$ cat config.mk
export PLATFORM = sky130hd
export DESIGN_NAME = lit_table_streamer
export DESIGN_NICKNAME = d
export VERILOG_FILES = /design/src/rtl/lit_table_streamer_pkg.sv /design/src/rtl/lit_table_streamer.sv
export SDC_FILE = /design/constraint.sdc
export NUM_CORES = 1
export LEC_CHECK = 0
export ABC_AREA = 0
export BUFFER_PORTS_ARGS = -buffer_cell sky130_fd_sc_hd__buf_2
export CAP_MARGIN = 15
export CORE_UTILIZATION = 45
export DETAILED_ROUTE_END_ITERATION = 16
export GPL_TIMING_DRIVEN = 0
export HOLD_SLACK_MARGIN = 0.06
export PLACE_DENSITY = 0.77
export SLEW_MARGIN = 20
export SYNTH_ARGS = -nofsm -noshare
export SYNTH_HDL_FRONTEND = slang
export SYNTH_SLANG_ARGS = --single-unit
$ cat constraint.sdc
create_clock -name clk -period 1.5 [get_ports clk]
set_input_delay 0.375 -clock clk [delete_from_list [all_inputs] [get_ports clk]]
set_output_delay 0.375 -clock clk [all_outputs]
set_load 0.03 [all_outputs]
$ cat src/rtl/lit_table_streamer_pkg.sv
// Shared types and the default constant table for lit_table_streamer.
package lit_stream_pkg;

    typedef logic [7:0] lit_word_t;

    typedef enum logic {
        IDLE,
        STREAM
    } lit_state_e;

    localparam lit_word_t DEFAULT_TABLE [4] = '{8'd10, 8'd20, 8'd30, 8'd40};

endpackage

$ cat src/rtl/lit_table_streamer.sv
// lit_table_streamer: streams a constant, literal-initialised table out over
// a valid/ready interface, one burst per accepted start.
// Optional build macro: LIT_STREAM_CHECKSUM_EN adds a running XOR checksum
// of every accepted beat on the checksum output.
//
// state  | meaning
// -------+-----------------------------------------------------------
// IDLE   | waiting for start; outputs other than data/idx are quiet
// STREAM | presenting beats; out_valid held until each handshake
module lit_table_streamer
    import lit_stream_pkg::*;
#(
    parameter int DW    = 8,
    parameter int DEPTH = 4,   // at least 2, so the index is never zero bits wide
    parameter logic [DW-1:0] TABLE [DEPTH] = DEFAULT_TABLE
) (
    input  logic                       clk,
    input  logic                       reset,
    input  logic                       start,
    input  logic [$clog2(DEPTH):0]     burst_len,
    output logic                       out_valid,
    input  logic                       out_ready,
    output logic [DW-1:0]              out_data,
    output logic [$clog2(DEPTH)-1:0]   out_idx,
    output logic                       out_last,
    output logic                       busy,
`ifdef LIT_STREAM_CHECKSUM_EN
    output logic [DW-1:0]              checksum,
`endif
    output logic                       done
);

    localparam int IW = $clog2(DEPTH);
    localparam int LW = IW + 1;
    localparam logic [LW-1:0] DEPTH_L = LW'(DEPTH);

    lit_state_e    state;
    logic [LW-1:0] len;
    logic [LW-1:0] eff_len;
    logic [IW-1:0] nxt_idx;
    logic          nxt_last;

    // Effective burst length: 0 and anything past the table size mean the whole table.
    always_comb begin
        eff_len = DEPTH_L;
        if (burst_len != '0 && burst_len <= DEPTH_L) begin
            eff_len = burst_len;
        end
    end

    assign nxt_idx  = out_idx + IW'(1);
    assign nxt_last = ({1'b0, nxt_idx} == (len - LW'(1)));

    // Burst sequencer; out_valid is 1 throughout STREAM, so out_ready alone marks a handshake.
    always_ff @(posedge clk or posedge reset) begin
        if (reset) begin
            state     <= IDLE;
            len       <= '0;
            out_valid <= 1'b0;
            out_data  <= '0;
            out_idx   <= '0;
            out_last  <= 1'b0;
            busy      <= 1'b0;
            done      <= 1'b0;
`ifdef LIT_STREAM_CHECKSUM_EN
            checksum  <= '0;
`endif
        end else begin
            done <= 1'b0;
            case (state)
                IDLE: begin
                    if (start) begin
                        state     <= STREAM;
                        len       <= eff_len;
                        out_idx   <= '0;
                        out_data  <= TABLE[0];
                        out_valid <= 1'b1;
                        out_last  <= (eff_len == LW'(1));
                        busy      <= 1'b1;
`ifdef LIT_STREAM_CHECKSUM_EN
                        checksum  <= '0;
`endif
                    end
                end
                STREAM: begin
                    if (out_ready) begin
`ifdef LIT_STREAM_CHECKSUM_EN
                        checksum <= checksum ^ out_data;
`endif
                        if (out_last) begin
                            state     <= IDLE;
                            out_valid <= 1'b0;
                            out_last  <= 1'b0;
                            busy      <= 1'b0;
                            done      <= 1'b1;
                        end else begin
                            out_idx  <= nxt_idx;
                            out_data <= TABLE[nxt_idx];
                            out_last <= nxt_last;
                        end
                    end
                end
            endcase
        end
    end

endmodule

Word-level counts from Yosys, hierarchy flattened --
Cells that the tools add are included.
Storage, ports and cells: output and inout bits 14, register bits after elaboration 17, input bits 7
Cells by class: equality and inequality tests 6, bitwise operators 2, order comparisons 2, muxes and demuxes 27, reduce and logical (&&, ||, !) cells 6, add/sub/neg operators 2
Operators by type and width (number):
- $mux W8 | 5
- $bmux W8 S2 | 1
- $pmux W8 S2 | 1
- $mux W1 | 12
- $ne A2 B2 Y1 const B | 4
- $mux W2 | 3
- $pmux W1 S2 | 3
- $reduce_and A3 Y1 | 2
- $pmux W2 S2 | 1
- $reduce_and A2 Y1 | 2
- $eq A2 B3 Y1 | 1
- $eq A3 B1 Y1 const B | 1
- $ge A3 B3 Y1 const B | 1
- $le A3 B3 Y1 const B | 1
- $mux W3 | 1
- $not A2 Y3 | 1
- $reduce_bool A3 Y1 | 1
- $sub A3 B1 Y3 const B | 1
- $add A2 B1 Y2 const B | 1
- $logic_and A1 B1 Y1 | 1
- $not A1 Y1 | 1

Longest topological paths before layout --
word-level depth 8, mapped depth 5, mapped depth without buffers 5

Worst setup path before layout --
OpenSTA, ideal clock, no wires.
path type flip-flop to flip-flop, from register out_idx[0], to register out_last, arrival time 1437 ps, period minus slack after synthesis 1517 ps, path buffers 0, setup time 80 ps, slack -17 ps, cell stages (with the launch flop) 6, path through dfrtp_1 -> inv_1 -> ha_1 -> xor2_1 -> nand4_1 -> a2bb2oi_1
On the way: word-level cells in the longest chain between the ends 5
RTL lines:
- start: declaration | line lit_table_streamer.sv:24 | output logic [$clog2(DEPTH)-1:0] out_idx,
- start signal: assignment | line lit_table_streamer.sv:97 | out_idx <= nxt_idx;
- $add A2 B1 Y2 | line lit_table_streamer.sv:51 | assign nxt_idx = out_idx + IW'(1);
- $eq A2 B3 Y1 | line lit_table_streamer.sv:52 | assign nxt_last = ({1'b0, nxt_idx} == (len - LW'(1)));
- $mux W1 | line lit_table_streamer.sv:90 | if (out_last) begin
- $mux W1 | line lit_table_streamer.sv:86 | if (out_ready) begin
- $pmux W1 S2 | line lit_table_streamer.sv:70 | case (state)
- end signal: assignment | line lit_table_streamer.sv:78 | out_last <= (eff_len == LW'(1));
- end signal: assignment | line lit_table_streamer.sv:99 | out_last <= nxt_last;
- end: declaration | line lit_table_streamer.sv:25 | output logic out_last,
No other way between the ends. The select of a mux whose other input is x is not followed. A chain may end at the register's enable or synchronous reset.

Worst setup path in the final report --
from input port burst_len[1], to register out_last
On the way: word-level cells in the longest chain between the ends 6, elaborated cells on any way between the ends 7, those cells by class order compare: 1; eq/ne: 1; mux: 3; reduce/logical: 2
RTL lines:
- start: declaration | line lit_table_streamer.sv:20 | input logic [$clog2(DEPTH):0] burst_len,
- $le A3 B3 Y1 or $reduce_bool A3 Y1 (tied branches) | line lit_table_streamer.sv:46 | if (burst_len != '0 && burst_len <= DEPTH_L) begin
- $logic_and A1 B1 Y1 | line lit_table_streamer.sv:46
- $mux W3 (*) | line lit_table_streamer.sv:46
- $eq A3 B1 Y1 (*) | line lit_table_streamer.sv:78
- $mux W1 (*) | line lit_table_streamer.sv:72 | if (start) begin
- $pmux W1 S2 (*) | line lit_table_streamer.sv:70
Every way passes the cells marked *; elsewhere a longest branch is shown, timed or not. The select of a mux whose other input is x is not followed.

==> results.yml <==
sta:
  period_minus_slack_ns: 1.43
  hold_viol: 0
  fin_skew_ns: 0.00488
  whs_ns: 0.114
  rsz0062_at_grt: "false"
  slew_headroom_pct: 66.2
  finalCritPeriodShare_pct: 95.3
  setup_viol: 0
  fmax_ghz: 0.699
  tightest_slew_ns: 0.507
  slew_violations: 0
global_route:
  grt_pass1_wl_um: 2370
  grt_antenna_before_repair: 0
  grt_pass1_vias: 547
  grt_max_degree: 14
  overflow: 0
  grt.total_usage_pct: 17.9
run:
  maxCapViolCount: 0
power:
  swShare_pct: 45.6
  combPwrFrac_pct: 57.3
  power_w: 0.00204
  clock_power_share_pct: 10.4
  p_switching_w: 0.000932
  p_leak_nw: 0.465
  internal-power_w: 0.00111
  vdd_ir_drop_max_v: 0.000971
  seqPwrFrac_pct: 32.2
  power_density_nw_per_um2: 2280
placed_design:
  dp_hpwl_um: 1020
  portBuffers: 17
  placed_cell_area_um2: 847
  gp_congestion: 0.790
clock_network:
  ctsLongestPathBuffers: 2
  root_buffer: "clkbuf_4"
  cts.sinks: 13
  cts_buffers: 3
  path_clk_slew_ns: 0.08
  clock_latency_ns: 0.27
  cts.htree.levels: 1
  cts_tree: "done"
yosys:
  yosysWarnings: 0
  yosysTopAreaCellShare_pct: 44.4
  synthesis.instances: 74
  synth_area_leaders: "dfrtp_1 44%, ha_1 6.8%, buf_4 5.1%"
  syn_area_per_cell_um2: 9.91
  syn_area_um2: 733
  ys_seq_area_share_pct: 44.4
  ys_ff_latch: 13
  synth_cell_type_count: 29
  yosys.area.top_type: "dfrtp_1"
floorplan:
  die_w_um: 42.4
  die_h_um: 42.4
  fp.coreArea_um2: 1510
  rows: 14
  initial_utilization_pct: 48.7
  io_pins: 21
  die_area_um2: 1790
cells_and_area:
  n_fill_cell: 145
  nets: 109
  drive_above_1_share_pct: 36.1
  final_area_um2: 898
  layout_commonest_cell: "buf_2"
  num_antenna_cells: 0
  final_cell_mix: "18 x buf_2, 12 x dfrtp_1, 9 x inv_1"
  synthToLayoutAreaGrowth_pct: 22.5
drt:
  routedWlPerCell_um: 12.0
  drc: 0
  antenna_left: 0
  num_vias: 570
  first_pass_iters: 4
  avgViaCountPerCell: 5.04
  drtIter0Drc: 5
  wirelength_um: 1360
worst_setup_path:
  cp-end-kind: "flip-flop"
  r2r-start: "out_idx[0]$_DFFE_PP0P_"
  reg2reg_depth: 5
  r2r_slack_ns: 0.10
  arrival_ns: 1.63
  reg2reg_to: "out_last$_DFFE_PP0P_"
  required_ns: 1.70
  cp_max_fo: 3
  worst-setup-path-type: "in -> reg"
  cp-start-kind: "input pin"
status:
  status: "complete, no violations"
hold_path:
  hold_class: "in -> async"
[synth_stat cells, drive strengths merged]
master and n:
nand4 1, mux2i 2, buf 7, conb 1, xor2 2, nand2b 4
a22oi 1, nor3 2, nand2 5, o21ai 3, nand3b 1, nor4b 1
a21oi 5, nor2 2, mux2 1, a2bb2oi 1, nor3b 1, xnor2 2
ha 4, a22o 1, and3 1, o22ai 2, dfrtp 13, inv 9
or2 1, nor2b 1
[critical path, stage by stage]
cell       delay, ns
buf_2           0.11
or2_2           0.29
ha_1            0.31
nor4b_2         0.29
a22oi_1         0.12
a2bb2oi_2       0.13
[final cells by class]
type	instances	area (µm²)	share of cell area, %
clock buffers	4	26.3	2.92
plain buffers	7	53.8	5.99
inverters	9	33.8	3.76
repair buffers	17	85.1	9.47
flip-flops and latches	13	327	36.4
well taps	16	20.0	2.23
multi-input cells	47	353	39.3
[through the flow]
stage / std cells / worst slack, ns / utilization, % / setup TNS [ns]
5_1_grt: 113 / 0.0451 / 59.6 / 0
4_1_cts: 113 / 0.0430 / 58.4 / 0
2_1_floorplan: 76 / 0.00689 / - / 0
3_5_place_dp: 109 / -0.294 / 56.2 / -0.294
3_3_place_gp: 109 / -0.209 / 56.2 / -0.209
6_report: 113 / 0.0701 / 59.6 / 0
[flip-flops by register name, summed over array words and instances (netlist names)]
| signal | count |
|---|---|
| out_data | 4 |
| out_idx | 2 |
| state | 1 |
| done | 1 |
| len | 3 |
| out_last | 1 |
| busy | 1 |
[worst max-delay path by stage]
| stage | end | from | slack [ns] |
|---|---|---|---|
| 2_1_floorplan | out_last$_DFFE_PP0P_ | burst_len[1] | 0.007 |
| 3_3_place_gp | out_last$_DFFE_PP0P_ | burst_len[1] | -0.21 |
| 3_5_place_dp | out_last$_DFFE_PP0P_ | burst_len[1] | -0.29 |
| 4_1_cts | out_last$_DFFE_PP0P_ | out_idx[0]$_DFFE_PP0P_ | 0.04 |
| 5_1_grt | out_last$_DFFE_PP0P_ | burst_len[1] | 0.05 |
| 6_report | out_last$_DFFE_PP0P_ | burst_len[1] | 0.07 |
[power by group through the flow]
| stage | clock network [W] | registers (W) | logic (W) |
|---|---|---|---|
| 2_1_floorplan | 0 | 0.000849 | 0.000658 |
| 3_3_place_gp | 0 | 0.000652 | 0.00108 |
| 3_5_place_dp | 0 | 0.000660 | 0.00111 |
| 4_1_cts | 0.000224 | 0.000654 | 0.00113 |
| 5_1_grt | 0.000251 | 0.000676 | 0.00128 |
| 6_report | 0.000213 | 0.000659 | 0.00117 |
[routing by layer]
metal	routed length, µm	track usage, %	up-vias
met2	655	28.0	19
met1	619	22.8	266
met3	68	4.31	2
met5	0	0	-
met4	17	9.38	0
li1	-	-	283
[kinds of logic after synthesis]
logic type               after synthesis  share of synthesized area [%]
XOR/XNOR                               4                           4.78
multiplexers                           3                           4.78
other                                  1                          0.511
buffers and inverters                 16                           11.9
AO/OA/AOI/OAI                         13                           10.6
flip-flops                            13                           44.4
AND/OR/NAND/NOR                       20                           16.2
adder cells (fa/ha/maj)                4                           6.83
[what timing repair did]
item / CTS / global route
hold buffers: 0 / 0
setup buffers: 0 / 0
endpoints found under the setup margin: 1 / 1
gates resized for setup: 1 / 2
Power figures use the tool's default switching activity.
